$ cat config.mk
export PLATFORM = sky130hd
export DESIGN_NAME = vga_scanout
export DESIGN_NICKNAME = d
export VERILOG_FILES = /design/src/rtl/vga_pkg.sv /design/src/rtl/vga_timing.sv /design/src/rtl/vga_scanout.sv
export SDC_FILE = /design/constraint.sdc
export NUM_CORES = 1
export LEC_CHECK = 0
export CAP_MARGIN = 20
export CORE_MARGIN = 5
export CORE_UTILIZATION = 25
export DETAILED_ROUTE_END_ITERATION = 6
export PLACE_DENSITY_LB_ADDON = 0.12
export SETUP_SLACK_MARGIN = 0.1
export SYNTH_ARGS = -nofsm -noshare
export SYNTH_HDL_FRONTEND = slang
export SYNTH_SLANG_ARGS = --single-unit
$ cat constraint.sdc
create_clock -name clock -period 12.39 [get_ports clock]
set_clock_uncertainty 0.1 [all_clocks]
set_input_delay 3.717 -clock clock [delete_from_list [all_inputs] [get_ports clock]]
set_output_delay 3.717 -clock clock [all_outputs]
set_load 0.005 [all_outputs]
$ cat src/rtl/vga_pkg.sv
// vga_pkg: shared 640x480@60 timing defaults, bus widths and the per-pixel
// scan-flag payload carried down the RAM-latency delay pipeline.
package vga_pkg;

  // Horizontal timing defaults, in pixel clocks.
  localparam int unsigned DEF_H_VISIBLE = 640;
  localparam int unsigned DEF_H_FRONT   = 16;
  localparam int unsigned DEF_H_SYNC    = 96;
  localparam int unsigned DEF_H_BACK    = 48;
  localparam int unsigned DEF_H_TOTAL   = DEF_H_VISIBLE + DEF_H_FRONT + DEF_H_SYNC + DEF_H_BACK;

  // Vertical timing defaults, in lines.
  localparam int unsigned DEF_V_VISIBLE = 480;
  localparam int unsigned DEF_V_FRONT   = 10;
  localparam int unsigned DEF_V_SYNC    = 2;
  localparam int unsigned DEF_V_BACK    = 33;
  localparam int unsigned DEF_V_TOTAL   = DEF_V_VISIBLE + DEF_V_FRONT + DEF_V_SYNC + DEF_V_BACK;

  // Counter width covers totals up to 4095 in either axis.
  localparam int unsigned CNT_W  = 12;
  localparam int unsigned ADDR_W = 16;
  localparam int unsigned DATA_W = 16;
  localparam int unsigned RGB_W  = 12;

  // Raw decode of one counter position; sync flags are active-high here.
  typedef struct packed {
    logic first;
    logic vsync;
    logic hsync;
    logic visible;
  } scan_flags_t;

  // True when cnt lies in [lo, lo+len).
  function automatic logic in_span(input logic [CNT_W-1:0] cnt,
                                   input int unsigned      lo,
                                   input int unsigned      len);
    return (cnt >= CNT_W'(lo)) && (cnt < CNT_W'(lo + len));
  endfunction

endpackage

$ cat src/rtl/vga_timing.sv
// vga_timing: free-running hcount/vcount raster counters with raw
// visible/HS/VS/first-pixel decode of the current position.
// Ports:
//   clock, reset_n     pixel clock, async active-low reset
//   vcount             current line (registered)
//   hcount_nxt_c       hcount value after the next edge (combinational)
//   vcount_nxt_c       vcount value after the next edge (combinational)
//   line_end_c         current cycle is the last of a line (combinational)
//   flags_c            raw decode of the current position (combinational)
module vga_timing
  import vga_pkg::*;
#(
  parameter int unsigned H_VISIBLE = DEF_H_VISIBLE,
  parameter int unsigned H_FRONT   = DEF_H_FRONT,
  parameter int unsigned H_SYNC    = DEF_H_SYNC,
  parameter int unsigned H_BACK    = DEF_H_BACK,
  parameter int unsigned V_VISIBLE = DEF_V_VISIBLE,
  parameter int unsigned V_FRONT   = DEF_V_FRONT,
  parameter int unsigned V_SYNC    = DEF_V_SYNC,
  parameter int unsigned V_BACK    = DEF_V_BACK
) (
  input  logic             clock,
  input  logic             reset_n,
  output logic [CNT_W-1:0] vcount,
  output logic [CNT_W-1:0] hcount_nxt_c,
  output logic [CNT_W-1:0] vcount_nxt_c,
  output logic             line_end_c,
  output scan_flags_t      flags_c
);

  localparam int unsigned H_TOTAL = H_VISIBLE + H_FRONT + H_SYNC + H_BACK;
  localparam int unsigned V_TOTAL = V_VISIBLE + V_FRONT + V_SYNC + V_BACK;

  logic [CNT_W-1:0] hcount_q, hcount_d;
  logic [CNT_W-1:0] vcount_q, vcount_d;

  // Next-position arithmetic: hcount wraps every line, vcount on each hcount wrap.
  always_comb begin
    hcount_d   = hcount_q + CNT_W'(1);
    vcount_d   = vcount_q;
    line_end_c = (hcount_q == CNT_W'(H_TOTAL - 1));
    if (line_end_c) begin
      hcount_d = '0;
      vcount_d = (vcount_q == CNT_W'(V_TOTAL - 1)) ? '0 : vcount_q + CNT_W'(1);
    end
  end

  // Raw decode of the current position.
  always_comb begin
    flags_c         = '0;
    flags_c.visible = (hcount_q < CNT_W'(H_VISIBLE)) && (vcount_q < CNT_W'(V_VISIBLE));
    flags_c.hsync   = in_span(hcount_q, H_VISIBLE + H_FRONT, H_SYNC);
    flags_c.vsync   = in_span(vcount_q, V_VISIBLE + V_FRONT, V_SYNC);
    flags_c.first   = (hcount_q == '0) && (vcount_q == '0);
  end

  always_ff @(posedge clock or negedge reset_n) begin
    if (!reset_n) begin
      hcount_q <= '0;
      vcount_q <= '0;
    end else begin
      hcount_q <= hcount_d;
      vcount_q <= vcount_d;
    end
  end

  assign vcount       = vcount_q;
  assign hcount_nxt_c = hcount_d;
  assign vcount_nxt_c = vcount_d;

endmodule

$ cat src/rtl/vga_scanout.sv
// vga_scanout: VGA raster scanout from a word-per-pixel framebuffer on a
// RAM read port, with 2^SCALE_SHIFT pixel replication in both axes.
// Ports:
//   clock, reset_n        pixel clock, async active-low reset
//   address_vga, q_vga    RAM port B read address / read data (RGB in [11:0])
//   wren_vga, data_vga    RAM port B write side, tied off
//   VGA_R/G/B             registered 4-bit colour, zero outside visible area
//   VGA_HS, VGA_VS        registered active-low syncs
//   frame_start           one-clock pulse aligned with output pixel (0,0)
module vga_scanout
  import vga_pkg::*;
#(
  parameter int unsigned       H_VISIBLE   = DEF_H_VISIBLE,
  parameter int unsigned       H_FRONT     = DEF_H_FRONT,
  parameter int unsigned       H_SYNC      = DEF_H_SYNC,
  parameter int unsigned       H_BACK      = DEF_H_BACK,
  parameter int unsigned       V_VISIBLE   = DEF_V_VISIBLE,
  parameter int unsigned       V_FRONT     = DEF_V_FRONT,
  parameter int unsigned       V_SYNC      = DEF_V_SYNC,
  parameter int unsigned       V_BACK      = DEF_V_BACK,
  parameter int unsigned       SCALE_SHIFT = 2,
  parameter int unsigned       FB_WIDTH    = 160,
  parameter logic [ADDR_W-1:0] FB_BASE     = 16'h0000,
  parameter int unsigned       RAM_LATENCY = 2
) (
  input  logic              clock,
  input  logic              reset_n,
  output logic [ADDR_W-1:0] address_vga,
  input  logic [DATA_W-1:0] q_vga,
  output logic              wren_vga,
  output logic [DATA_W-1:0] data_vga,
  output logic [3:0]        VGA_R,
  output logic [3:0]        VGA_G,
  output logic [3:0]        VGA_B,
  output logic              VGA_HS,
  output logic              VGA_VS,
  output logic              frame_start
);

  // Low vcount bits all ones marks the last replicated line of a framebuffer row.
  localparam logic [CNT_W-1:0] SCALE_MASK = CNT_W'((1 << SCALE_SHIFT) - 1);

  logic [CNT_W-1:0] vcount;
  logic [CNT_W-1:0] hcount_nxt_c;
  logic [CNT_W-1:0] vcount_nxt_c;
  logic             line_end_c;
  scan_flags_t      flags_c;

  vga_timing #(
    .H_VISIBLE (H_VISIBLE),
    .H_FRONT   (H_FRONT),
    .H_SYNC    (H_SYNC),
    .H_BACK    (H_BACK),
    .V_VISIBLE (V_VISIBLE),
    .V_FRONT   (V_FRONT),
    .V_SYNC    (V_SYNC),
    .V_BACK    (V_BACK)
  ) u_timing (
    .clock        (clock),
    .reset_n      (reset_n),
    .vcount       (vcount),
    .hcount_nxt_c (hcount_nxt_c),
    .vcount_nxt_c (vcount_nxt_c),
    .line_end_c   (line_end_c),
    .flags_c      (flags_c)
  );

  logic [ADDR_W-1:0]                line_base_q, line_base_d;
  logic [ADDR_W-1:0]                address_q, address_d;
  logic                             visible_nxt;
  scan_flags_t [RAM_LATENCY-1:0]    pipe_q, pipe_d;
  scan_flags_t                      out_flags;
  logic [RGB_W-1:0]                 rgb_q, rgb_d;
  logic                             hs_n_q, hs_n_d;
  logic                             vs_n_q, vs_n_d;
  logic                             fs_q, fs_d;

  // Address generation is computed from the next counter position so the
  // registered address lines up with the counter state it belongs to; this
  // keeps the colour path at RAM_LATENCY+1 clocks, same as the flag pipeline.
  always_comb begin
    line_base_d = line_base_q;
    if (line_end_c) begin
      if (vcount_nxt_c == '0) begin
        line_base_d = FB_BASE;
      end else if ((vcount < CNT_W'(V_VISIBLE)) && ((vcount & SCALE_MASK) == SCALE_MASK)) begin
        line_base_d = line_base_q + ADDR_W'(FB_WIDTH);
      end
    end
    visible_nxt = (hcount_nxt_c < CNT_W'(H_VISIBLE)) && (vcount_nxt_c < CNT_W'(V_VISIBLE));
    address_d   = address_q;
    if (visible_nxt) begin
      address_d = line_base_d + ADDR_W'(hcount_nxt_c >> SCALE_SHIFT);
    end
  end

  // Flag delay line matching the RAM read latency, then the output register.
  always_comb begin
    pipe_d    = pipe_q;
    pipe_d[0] = flags_c;
    for (int i = 1; i < int'(RAM_LATENCY); i++) begin
      pipe_d[i] = pipe_q[i-1];
    end
    out_flags = pipe_q[RAM_LATENCY-1];
    rgb_d     = out_flags.visible ? q_vga[RGB_W-1:0] : '0;
    hs_n_d    = ~out_flags.hsync;
    vs_n_d    = ~out_flags.vsync;
    fs_d      = out_flags.first;
  end

  always_ff @(posedge clock or negedge reset_n) begin
    if (!reset_n) begin
      line_base_q <= FB_BASE;
      address_q   <= FB_BASE;
      pipe_q      <= '0;
      rgb_q       <= '0;
      hs_n_q      <= 1'b1;
      vs_n_q      <= 1'b1;
      fs_q        <= 1'b0;
    end else begin
      line_base_q <= line_base_d;
      address_q   <= address_d;
      pipe_q      <= pipe_d;
      rgb_q       <= rgb_d;
      hs_n_q      <= hs_n_d;
      vs_n_q      <= vs_n_d;
      fs_q        <= fs_d;
    end
  end

  assign address_vga = address_q;
  assign VGA_R       = rgb_q[11:8];
  assign VGA_G       = rgb_q[7:4];
  assign VGA_B       = rgb_q[3:0];
  assign VGA_HS      = hs_n_q;
  assign VGA_VS      = vs_n_q;
  assign frame_start = fs_q;
  assign wren_vga    = 1'b0;
  assign data_vga    = '0;

  // Upper RAM word bits carry no colour.
  logic unused_q_hi;
  assign unused_q_hi = ^q_vga[DATA_W-1:RGB_W];

endmodule

-- Word level (Yosys, flattened, before mapping)
Index checks and enable logic that the tools add are counted.
- bits in registers: 79
- input bits: 18
- output and inout port bits: 48
- word-level logic and storage cells: 49
- add/subtract/negate cells: 4
- $lt $le $gt $ge: 8
- eq/ne operators: 3
- multiplexer cells: 7
- bitwise operators: 2
- reductions and logical operators: 9
- operators with widths (operator ; number):
    12-bit two-way mux ; 4
    16-bit two-way mux ; 3
    12-bit zero test ; 3
    12-bit by 10-bit < comparator with 1-bit output, second input constant ; 3
    12-bit by 9-bit < comparator with 1-bit output, second input constant ; 3
    12-bit by 1-bit adder with 12-bit output, second input constant ; 2
    12-bit by 10-bit == test with 1-bit output, second input constant ; 2
    16-bit by 10-bit adder with 16-bit output ; 1
    16-bit by 8-bit adder with 16-bit output, second input constant ; 1
    12-bit by 10-bit greater-or-equal comparator with 1-bit output, second input constant ; 1
    12-bit by 9-bit greater-or-equal comparator with 1-bit output, second input constant ; 1
    1-bit logical AND ; 6
    2-bit == test, second input constant ; 1
    1-bit inverter ; 2

-- Logic depth before layout (Yosys ltp)
- depth in word-level cells: 7
- mapped depth: 19
- gate-level depth less buffers: 18

-- Hierarchy
Synthesis repeated with hierarchy kept, for this count alone.
- cell total of the unflattened synthesis: 390
- area total of the unflattened synthesis: 3995.1 um2
- by module, submodules not included (module ; times used ; cells an instance ; area each (um2) ; seq. area each (um2)):
    vga_scanout ; 1 ; 258 ; 2686.3 ; 1378.8
    vga_timing ; 1 ; 132 ; 1308.8 ; 600.6

-- Least setup slack after synthesis
OpenSTA, ideal clock, no wires.
- kind: reg2reg
- start point: register u_timing.vcount_q[0], in the netlist u_timing.vcount[0]
- end point: register address_q[14], in the netlist address_vga[14]
- setup time: 123 ps
- arrival time: 4766 ps
- required time: 12167 ps
- setup slack: 7401 ps
- cell stages (with the launch flop): 18
- buffers on the path: 1
- clock period less this slack: 4989 ps
- path through: dfrtp_1 inv_1 ha_1 or4b_2 nor3_1 o211ai_1 nor2b_1 or3_1 nor2_1 clkbuf_1 nor2_1 ha_1 o21ai_0 o21a_1 o31ai_1 or3b_2 xnor2_1 o2bb2ai_1
- word-level cells in the longest chain between the ends: 7
- elaborated cells on any way between the ends: 14
- classes of those cells: add/sub: 2; order compare: 2; eq/ne: 2; mux: 5; reduce/logical: 3
- ends and longest elaborated chain (element ; RTL line ; source):
    from (decl) ; vga_timing.sv:35 ; logic [CNT_W-1:0] vcount_q, vcount_d;
    from (signal assigned) ; vga_timing.sv:63 ; vcount_q <= vcount_d;
    12-bit by 1-bit adder with 12-bit output / 12-bit by 10-bit == test with 1-bit output (equally long branches) ; vga_timing.sv:44 ; vcount_d = (vcount_q == CNT_W'(V_TOTAL - 1)) ? '0 : vcount_q + CNT_W'(1);
    12-bit two-way mux * ; vga_timing.sv:44 ;
    12-bit two-way mux * ; vga_timing.sv:42 ; if (line_end_c) begin
    net u_timing.vcount_nxt_c[9] ; vga_timing.sv:26 ; output logic [CNT_W-1:0] vcount_nxt_c,
    12-bit zero test * ; vga_scanout.sv:84 ; if (vcount_nxt_c == '0) begin
    16-bit two-way mux * ; vga_scanout.sv:84 ;
    16-bit two-way mux * ; vga_scanout.sv:83 ; if (line_end_c) begin
    net line_base_d[5] ; vga_scanout.sv:68 ; logic [ADDR_W-1:0] line_base_q, line_base_d;
    16-bit by 10-bit adder with 16-bit output * ; vga_scanout.sv:93 ; address_d = line_base_d + ADDR_W'(hcount_nxt_c >> SCALE_SHIFT);
    to (signal assigned) ; vga_scanout.sv:122 ; address_q <= address_d;
    to (decl) ; vga_scanout.sv:69 ; logic [ADDR_W-1:0] address_q, address_d;
Mark *: on every way through the listed nets, which the timed path passes. The rest lies on a longest branch.
A chain may end at the register's enable or synchronous reset.

-- Final worst setup path
- start point: register u_timing.vcount_q[0], in the netlist u_timing.vcount[0]
- end point: register address_q[15], in the netlist address_vga[15]
Same word-level chain as after synthesis.

==> impl_results.md <==
* Levels on crit path at 17
* Distinct cells, synth at 62
* Initial drt markers at 209
* Worst hold margin at 248 ps
* DRT antenna net count at 0
* Yosys top cell area share at 45.1%
* Nets@finish at 499
* HPWL Detailed at around 7000 µm
* PwrDens at 102 nW/µm²
* Post-Route Setup TNS at 0 ps
* DRT Wirelength at between 10000 and 15000 µm
* CORE AREA at 16700 µm²
* Slew HR at 36.4%
* Initial core utilization at 25.6%
* YS warnings at 0
* NetSw at approximately 0.00012 W
* Pins Over Slew Limit at 0
* Clk_lat worst skew at 330 ps
* F_max at 158 MHz
* Crit start category: register
* Num rows at 47
* PostCTS Resize Cnt at 0
* H-tree levels at 3
* Hold_buf cts at 0
* Reg2reg end: address_vga[15]$_DFFE_PN0P_
* Cell Count, Final, Fillers Out at 689
* Register bit total from synthesis at 79
* Ys async rst share at 100%
* Post-route minimum period at 6330 ps
* Post-Syn Area per Cell at between 10 and 15 µm²
* Setup crit end kind: register
* Layout cells sized above 1 at 8.74%
* CTS tree: built
* Placer Congestion at 0.799
* Synth area leaders: dfrtp_1 (45%), xnor2_1 (4.9%), ha_1 (4.7%), buf_4 (3.0%), nor2_1 (2.7%)
* Family with the most delay on the worst path: simple AND/OR/NAND/NOR gates
* Reg2Reg Setup Slack at 6060 ps
* Logic pwr share at 3.2%
* Cell Area, Synth at ~4300 µm²
* Crit Path Class: register to register
* Min-Delay Path Class: register to register
* Avg WL per Cell at 14.8 µm
* Final setup viols at 0
* Max IR drop VDD at just under 0.06 mV
* DR pass1 iterations at 4
* CP peak stage delay at 790 ps
* Sw Share at 22.0%
* Slowest CP cell: nor3_1
* CTS Sinks at 79
* Critical path endpoint: address_vga[15]$_DFFE_PN0P_
* Placed Cells at 672
* Final hold vios at 0
* Cell Int Power at 0.000409 W
* Count leader, synth: dfrtp_1
* Least-Margin Pin Slew at between 900 and 1000 ps
* Die width at 141 µm
* Maxcap violations at 0
* Number of global-route vias before repair at 3261
* Hold Path Depth at 0
* Io pins at 66
* Leak at 2.23 nW
* Register area share after synthesis at a little under half
* CP Data Required Time at 12500 ps
* GRT overflow at 0
* Yosys top cell by area: dfrtp_1
* Seq. cell area at 1980 µm²
* WP buf/inv at 2
* Gr usage total at approximately a tenth
* Post-synth top flop: dfrtp_1
* Beginning of the worst register-to-register path: u_timing.vcount[0]$_DFF_PN0_
* Sequential fraction of design power at around 50%
* Layout area overhead at 20.6%
* First-pass GRT wire length at 16700 µm
* Clk buf depth at 2
* Port bufs at 44
* Fillers at 1739
* Post-route DRC at 0
* Clock buffer count from CTS at 9
* Unrepaired setup endpoints after global routing: no
* Critical Path Start: u_timing.vcount[0]$_DFF_PN0_
* Setup Fix Bufs, Post-CTS at 0
* Clock power share at 47.2%
* R2r worst-path depth at 17
* Die ar. at around 20000 µm²
* Post-Syn Instances at between 400 and 500
* Vias per cell at 4.61
* Die H at 141 µm
* Clock root buffer: clkbuf_16
* Largest net degree at the start of global routing at 80
* Multi-input combinational cell area at 2080 µm²
* Synth cell count leaders: dfrtp_1 (77), nor2_1 (31), xnor2_1 (24)
* Diode count at 0
* CP Cell Sequence: inv_1 > ha_1 > or4b_2 > nor3_1 > o211ai_1 > nor2b_1 > or3_1 > nor2_1 > buf_4 > nor2b_1 > ha_1 > a21oi_1 > o2111ai_1 > a311oi_1 > o41ai_1 > a2111oi_0 > o2bb2ai_1
* Fin crit share at around half
* Number of antenna violations at the first check in global routing at 0
* Max FO, Critical Path at 10
* Vias at approximately 3200
* CP arrival at 6440 ps
* Clock slew at reported path FFs at 60 ps
* Post-synth EDFFs at 0
* Status: completed
-- metal layers --
layer  GRT usage [%]  share of wire (%)
met5               0                  0
met4            4.33                2.4
met3            3.05                4.6
met2            16.4                 45
met1            13.7                 48
-- cells by family after synthesis --
family | count (synthesis) | share of synthesized area, %
multiplexers | 8 | 2.17
adder cells (fa/ha/maj) | 17 | 5.16
XOR/XNOR | 36 | 7.38
AND/OR/NAND/NOR | 159 | 20.7
other | 1 | 0.0878
flip-flops | 79 | 46.3
AO/OA/AOI/OAI | 72 | 11.7
buffers and inverters | 52 | 6.50
-- worst min-delay path by stage --
stage | startpoint | endpoint | slack, ps
2_1_floorplan | fs_d$_DFF_PN0_ | frame_start$_DFF_PN0_ | 230
3_3_place_gp | pipe_d[6]$_DFF_PN0_ | out_flags[2]$_DFF_PN0_ | 230
3_5_place_dp | pipe_d[6]$_DFF_PN0_ | out_flags[2]$_DFF_PN0_ | 240
4_1_cts | pipe_d[4]$_DFF_PN0_ | out_flags[0]$_DFF_PN0_ | 250
5_1_grt | pipe_d[4]$_DFF_PN0_ | out_flags[0]$_DFF_PN0_ | 260
6_report | pipe_d[4]$_DFF_PN0_ | out_flags[0]$_DFF_PN0_ | 250
-- cells in the final DEF (no fill, tap or decap), types with 9 or more instances in the layout --
master            n
dfrtp_1          77
clkdlybuf4s50_1  43
nor2_1           31
xnor2_1          24
inv_1            18
o21ai_0          18
nand3_1          17
conb_1           17
nand2_1          16
ha_1             16
nor3_1           15
and2_1           15
a21oi_1          12
xor2_1           12
nand4_1          11
and3_1            9
nor2b_1           9
clkbuf_16         9
-- registers in the layout (all words and copies together), names as in the netlist --
| signal | flops |
|---|---|
| out_flags | 3 |
| u_timing.vcount | 12 |
| rgb_q | 12 |
| u_timing.hcount_q | 12 |
| VGA_HS | 1 |
| fs_d | 1 |
| VGA_VS | 1 |
| frame_start | 1 |
| line_base_q | 16 |
| address_vga | 16 |
| pipe_d | 4 |
-- worst reg2reg max path, delay by kind of cell (launching register included) --
family | cells | cell delay [ps]
fa+ha+maj | 2 | 440
buf+inv | 2 | 400
compound gates | 7 | 2040
flops | 1 | 460
simple gates | 6 | 2780
-- cell type report --
cell class / count / area share, %
Multi-Input combinational cell: 309 / 40.4
Inverter: 18 / 1.31
Timing Repair Buffer: 47 / 9.18
Clock buffer: 11 / 4.71
Clock inverter: 5 / 0.656
Tap cell: 220 / 5.34
Sequential cell: 79 / 38.4
-- through the flow --
stage          power, W  setup slack (ps)  cell area [µm²]  utilization, %
2_1_floorplan  0.000272              7400             4330               -
3_3_place_gp   0.000282              6060             4860            29.1
3_5_place_dp   0.000282              6080             4860            29.1
4_1_cts        0.000536              6050             5130            30.7
5_1_grt        0.000548              5610             5150            30.9
6_report       0.000525              6060             5150            30.9
-- power groups by stage --
| stage | clock network, W | registers [W] | logic [W] |
|---|---|---|---|
| floorplan | 0 | 0.000266 | 0.00000633 |
| global placement | 0 | 0.000265 | 0.0000164 |
| detailed placement | 0 | 0.000265 | 0.0000164 |
| CTS | 0.000259 | 0.000260 | 0.0000165 |
| global route | 0.000269 | 0.000260 | 0.0000191 |
| finish | 0.000247 | 0.000260 | 0.0000167 |
Power figures use the tool's default switching activity.
==> RTL change 1: new RTL, same settings <==
The parameter `FB_WIDTH` goes from 160 to 128.
--- a/src/rtl/vga_scanout.sv
+++ b/src/rtl/vga_scanout.sv
@@ -19,7 +19,7 @@
   parameter int unsigned       V_SYNC      = DEF_V_SYNC,
   parameter int unsigned       V_BACK      = DEF_V_BACK,
   parameter int unsigned       SCALE_SHIFT = 2,
-  parameter int unsigned       FB_WIDTH    = 160,
+  parameter int unsigned       FB_WIDTH    = 128,
   parameter logic [ADDR_W-1:0] FB_BASE     = 16'h0000,
   parameter int unsigned       RAM_LATENCY = 2
 ) (
Check against the original RTL: no difference found for any inputs over 10 cycles, from zero or initial values and one cycle with reset_n low; that may be too few to reach the edited logic, so the function may still have changed.
==> RTL change 1 against the unedited design <==
Total power is 4.7% higher. Clock power up 11%. Hold slack hardly changed. Highest routed layer unchanged. Setup slack improved by 1100 ps. Sequential cell count is the same. Area after synthesis increased by 0.64%. Routed wire length decreased by 7.1%. Critical path type unchanged. Maximum frequency grew 21%. Largest cell class unchanged. Final area about the same. Sequential share of layout area is essentially flat.
==> RTL change 1: results (changes against the unedited design) <==
----------------------------------------------------
[Layout]
  Fillcell total ... 1,801 (+3.6%)
  Total Nets Final ... 482 (-3.4%)
  Signal buf overhead ... 8.64% (-0.54 points)
  Count of non-CTS buffers in the layout ... 45 (-4.3%)
  Flip-flop and latch share of the layout cell area ... 38.4% (about the same)
  Layout clock area frac ... 6.02% (+0.65 points)
  Layout clock buffers ... 13 (+2)
  Multi-input gate share of the layout cell area ... 40.4% (+0.063 points)
  Non-filler instance count after layout ... 678 (-1.6%)

[Worst setup path]
  Worst r2r path cells ... 16 (-1)
  Endpoint of the lowest-slack register-to-register path ... address_vga[14]$_DFFE_PN0P_
  Largest stage delay, worst path ... 480 ps (-310 ps)
  Slowest CP cell ... sky130_fd_sc_hd__dfrtp_1
  Endpoint arrival time on the critical path ... 5340 ps (-1100 ps)

[Placement]
  DP Area ... 4840 µm² (-0.26%)
  Number of placed cells counting well taps ... 662 (-1.5%)
  Final weighted congestion in routability-driven placement ... 0.759 (-5.0%)
  Worst Setup Slack post-DPL ... 7130 ps (+1050 ps)
  DP Wirelength ... 6640 µm (-7.5%)

[STA]
  PnR worst setup slack ... 7170 ps (+1110 ps)
  Hold slack ... 248 ps (+0.0530 ps)

[Pwr]
  Sequential Power Share ... 47.4% (-2.2 points)
  Cell internal pwr ... 0.440 mW (+7.5%)

[Detailed routing]
  Number of design-rule violations left by the first detailed-router iteration ... 117 (-44%)
  Post-detailed-route wirelength per cell ... 13.9 µm (-5.6%)

[Logic synthesis]
  Share of the yosys chip area belonging to registers ... 46.0% (-0.30 points)
  Share of synthesized area spent on multiplexers ... 5.30% (+3.1 points)
  Share of synthesized cell area in full adder, half adder and majority cells ... 4.83% (-0.32 points)
  Synth Area per Inst ... 10.5 µm² (+3.8%)
  Synth Area in XOR/XNOR ... 7.33% (-0.047 points)

[Global routing]
  Pin count of the biggest net entering global routing ... 55 (-31%)

[Worst hold path]
  Sink of the worst hold path ... out_flags[2]$_DFF_PN0_
  Startpoint of the lowest-slack hold path ... pipe_d[6]$_DFF_PN0_

[Status]
  Run status ... complete, no violations

----------------------------------------------------
RTL change 1: worst max path at each step:
stage | start | end | slack, ps | cells past startpoint
2_1_floorplan | u_timing.vcount[0]$_DFF_PN0_ | address_vga[14]$_DFFE_PN0P_ | 8030 | 18
3_3_place_gp | u_timing.vcount[0]$_DFF_PN0_ | address_vga[14]$_DFFE_PN0P_ | 7200 | 16
3_5_place_dp | u_timing.vcount[0]$_DFF_PN0_ | address_vga[14]$_DFFE_PN0P_ | 7130 | 16
4_1_cts | u_timing.vcount[0]$_DFF_PN0_ | address_vga[14]$_DFFE_PN0P_ | 7110 | 16
5_1_grt | u_timing.vcount[0]$_DFF_PN0_ | address_vga[14]$_DFFE_PN0P_ | 6820 | 16
6_report | u_timing.vcount[0]$_DFF_PN0_ | address_vga[14]$_DFFE_PN0P_ | 7170 | 16
RTL change 1: worst register-to-register path, cell delays in order, from the launching register on:
cell	delay, ps
sky130_fd_sc_hd__dfrtp_1	480
sky130_fd_sc_hd__ha_1	470
sky130_fd_sc_hd__and4_1	360
sky130_fd_sc_hd__nand4_4	180
sky130_fd_sc_hd__o21a_1	250
sky130_fd_sc_hd__nor4_2	250
sky130_fd_sc_hd__and4_4	470
sky130_fd_sc_hd__nor2b_1	130
sky130_fd_sc_hd__ha_1	220
sky130_fd_sc_hd__fa_1	420
sky130_fd_sc_hd__a21oi_1	190
sky130_fd_sc_hd__o211ai_1	170
sky130_fd_sc_hd__o41a_1	370
sky130_fd_sc_hd__a311o_1	420
sky130_fd_sc_hd__nor4b_2	190
sky130_fd_sc_hd__xor2_1	170
sky130_fd_sc_hd__mux2_4	260
RTL change 1: per-layer routing:
layer  routed length, µm  GRT usage, %  vias up
li1                    -             -     1473
met2                4400          16.5       52
met3                 384          2.51       11
met5                   0             0        -
met1                4520          13.4     1420
met4                 135          3.37        0
==> RTL change 2: new RTL, config.mk and constraints unchanged <==
Made on the original files. One comparison of `vcount_q` changes from == to >=.
--- a/src/rtl/vga_timing.sv
+++ b/src/rtl/vga_timing.sv
@@ -41,7 +41,7 @@
     line_end_c = (hcount_q == CNT_W'(H_TOTAL - 1));
     if (line_end_c) begin
       hcount_d = '0;
-      vcount_d = (vcount_q == CNT_W'(V_TOTAL - 1)) ? '0 : vcount_q + CNT_W'(1);
+      vcount_d = (vcount_q >= CNT_W'(V_TOTAL - 1)) ? '0 : vcount_q + CNT_W'(1);
     end
   end
 
Behaviour: no difference found for any inputs over 10 cycles, from zero or initial values and one cycle with reset_n low; that may be too few to reach the edited logic, so the function may still have changed.
==> RTL change 2 against the unedited design <==
Critical path depth shrank 16. Count of clock-buffer cells in the layout shrank 1. Sequential power is essentially flat. Sequential share of layout area shrank 0.71 points. Setup slack gained 1200 ps. Total power grew 11%. Sequential cell count is the same. Core utilization shrank 0.19 points. Final area grew 1.9%. Routed wire length grew 1.6%. First-iteration DRC count shrank 13%. Area after synthesis grew 1.3%. Maximum frequency grew 22%. Largest power group is now the clock network. Highest routed layer unchanged.
==> RTL change 2: results (changes against the unedited design) <==
----------------------------------------------------
[Logic synthesis]
  Distinct cell type count after synthesis ... 63 (+1.6%)
  Top cells by area in the synthesized netlist ... sky130_fd_sc_hd__dfrtp_1 45%, sky130_fd_sc_hd__ha_1 4.3%, sky130_fd_sc_hd__xnor2_1 4.0%, sky130_fd_sc_hd__o21ai_0 3.4%, sky130_fd_sc_hd__buf_4 2.9%
  Yosys warning count ... 0 (unchanged)
  Synthesized netlist cell count ... 437 (+3.1%)
  Top cells by instance count after synthesis ... 77 x sky130_fd_sc_hd__dfrtp_1, 30 x sky130_fd_sc_hd__nand2_1, 29 x sky130_fd_sc_hd__o21ai_0
  Fraction of registers with async set/reset ... 100% (unchanged)
  Share of the yosys chip area belonging to registers ... 45.7% (-0.60 points)

[Detailed routing]
  Vias per Instance ... 4.56 (-0.95%)
  Pre-Repair DR Iteration Count ... 4 (unchanged)
  WL final ... 10,300 µm (+1.6%)
  Number of design-rule violations left by the first detailed-router iteration ... 181 (-13%)

[Layout]
  Fillcell total ... 1,774 (+2.0%)
  Non-filler instance count after layout ... 705 (+2.3%)
  Final std cell area, no fill ... 5250 µm² (+1.9%)
  Layout cell share with drive strength beyond 1 ... 7.71% (-1.0 points)
  Total Nets Final ... 509 (+2.0%)

[Global routing]
  All-layer global routing usage ... 10.8% (+0.24 points)
  Via count of the first global-routing pass ... 3,148 (-3.5%)
  Pin count of the biggest net entering global routing ... 80 (unchanged)
  First-pass GRT wire length ... 17,100 µm (+2.2%)

[Placement]
  Worst Setup Slack post-DPL ... 7340 ps (+1260 ps)
  Final weighted congestion in routability-driven placement ... 0.820 (+2.7%)
  Number of placed cells counting well taps ... 688 (+2.4%)
  IO Port Bufs ... 44 (unchanged)
  DP Area ... 4880 µm² (+0.57%)
  DP Wirelength ... 7500 µm (+4.6%)

[Worst setup path]
  Slowest CP cell ... sky130_fd_sc_hd__dfstp_2
  Top cell family by delay on the critical path ... flip-flops
  Worst r2r path cells ... 16 (-1)
  Endpoint of the lowest-slack register-to-register path ... address_vga[13]$_DFFE_PN0P_
  Endpoint arrival time on the critical path ... 1350 ps (-5090 ps)
  Highest fanout seen on the critical path ... 1 (-9)
  Largest stage delay, worst path ... 510 ps (-280 ps)
  Origin of the critical flop-to-flop path ... u_timing.hcount_q[0]$_DFF_PN0_

[Worst hold path]
  Min-Delay Path Class ... flop to flop
  Sink of the worst hold path ... out_flags[2]$_DFF_PN0_
  Startpoint of the lowest-slack hold path ... pipe_d[6]$_DFF_PN0_

[STA]
  Hold slack ... 248 ps (+0.472 ps)
  Worst slew margin ... 47.5% (+11 points)

[Clock network]
  Clock Path Buffers ... 2 (unchanged)
  Number of setup buffers added after CTS ... 0 (unchanged)

[Pwr]
  Leak ... 2.22 nW (-0.32%)
  Maximum VDD drop ... 67.6 µV (+14%)

[Status]
  Run status ... complete, no violations

----------------------------------------------------
[RTL change 2: per-layer routing]
layer | global-route usage, % | up-vias | routed length [µm]
li1 | - | 1608 | -
met1 | 14.9 | 1528 | 5130
met2 | 16.1 | 68 | 4610
met3 | 2.66 | 13 | 445
met4 | 4.39 | 0 | 151
met5 | 0 | - | 0
[RTL change 2: logic make-up (layout without fill, tap and decap cells)]
family	after synthesis	in the layout	share of synthesized area, %
buffers and inverters	52	79	6.82
other	1	17	0.0866
muxes	8	8	2.05
and+or+nand+nor	167	167	21.3
adders and majority gates	16	16	4.80
DFF	79	79	45.7
xor gates and xnor gates	33	33	6.68
AOI/OAI and AO/OA	81	81	12.5
[RTL change 2: worst max path at each step]
stage	start	end	slack, ps	cells after the start
4_1_cts	VGA_HS$_DFF_PN1_	VGA_HS	7190	1
2_1_floorplan	u_timing.hcount_q[0]$_DFF_PN0_	address_vga[13]$_DFFE_PN0P_	8070	18
5_1_grt	u_timing.hcount_q[0]$_DFF_PN0_	address_vga[13]$_DFFE_PN0P_	6780	16
6_report	VGA_HS$_DFF_PN1_	VGA_HS	7220	1
3_3_place_gp	u_timing.hcount_q[11]$_DFF_PN0_	address_vga[13]$_DFFE_PN0P_	7300	15
3_5_place_dp	u_timing.hcount_q[0]$_DFF_PN0_	address_vga[13]$_DFFE_PN0P_	7340	16
[RTL change 2: area by class of cell]
class	instances	share of cell area [%]
Multi-Input combinational cell	322	40.3
Inverter	17	1.22
Sequential cell	79	37.7
Tap cell	225	5.36
Clock inverter	6	2.07
Timing Repair Buffer	46	9.01
Clock buffer	10	4.36
[RTL change 2: where the power goes]
part           switching [mW]  internal (mW)
sequential           0.000503          0.260
clock                   0.108          0.197
combinational         0.00831        0.00862
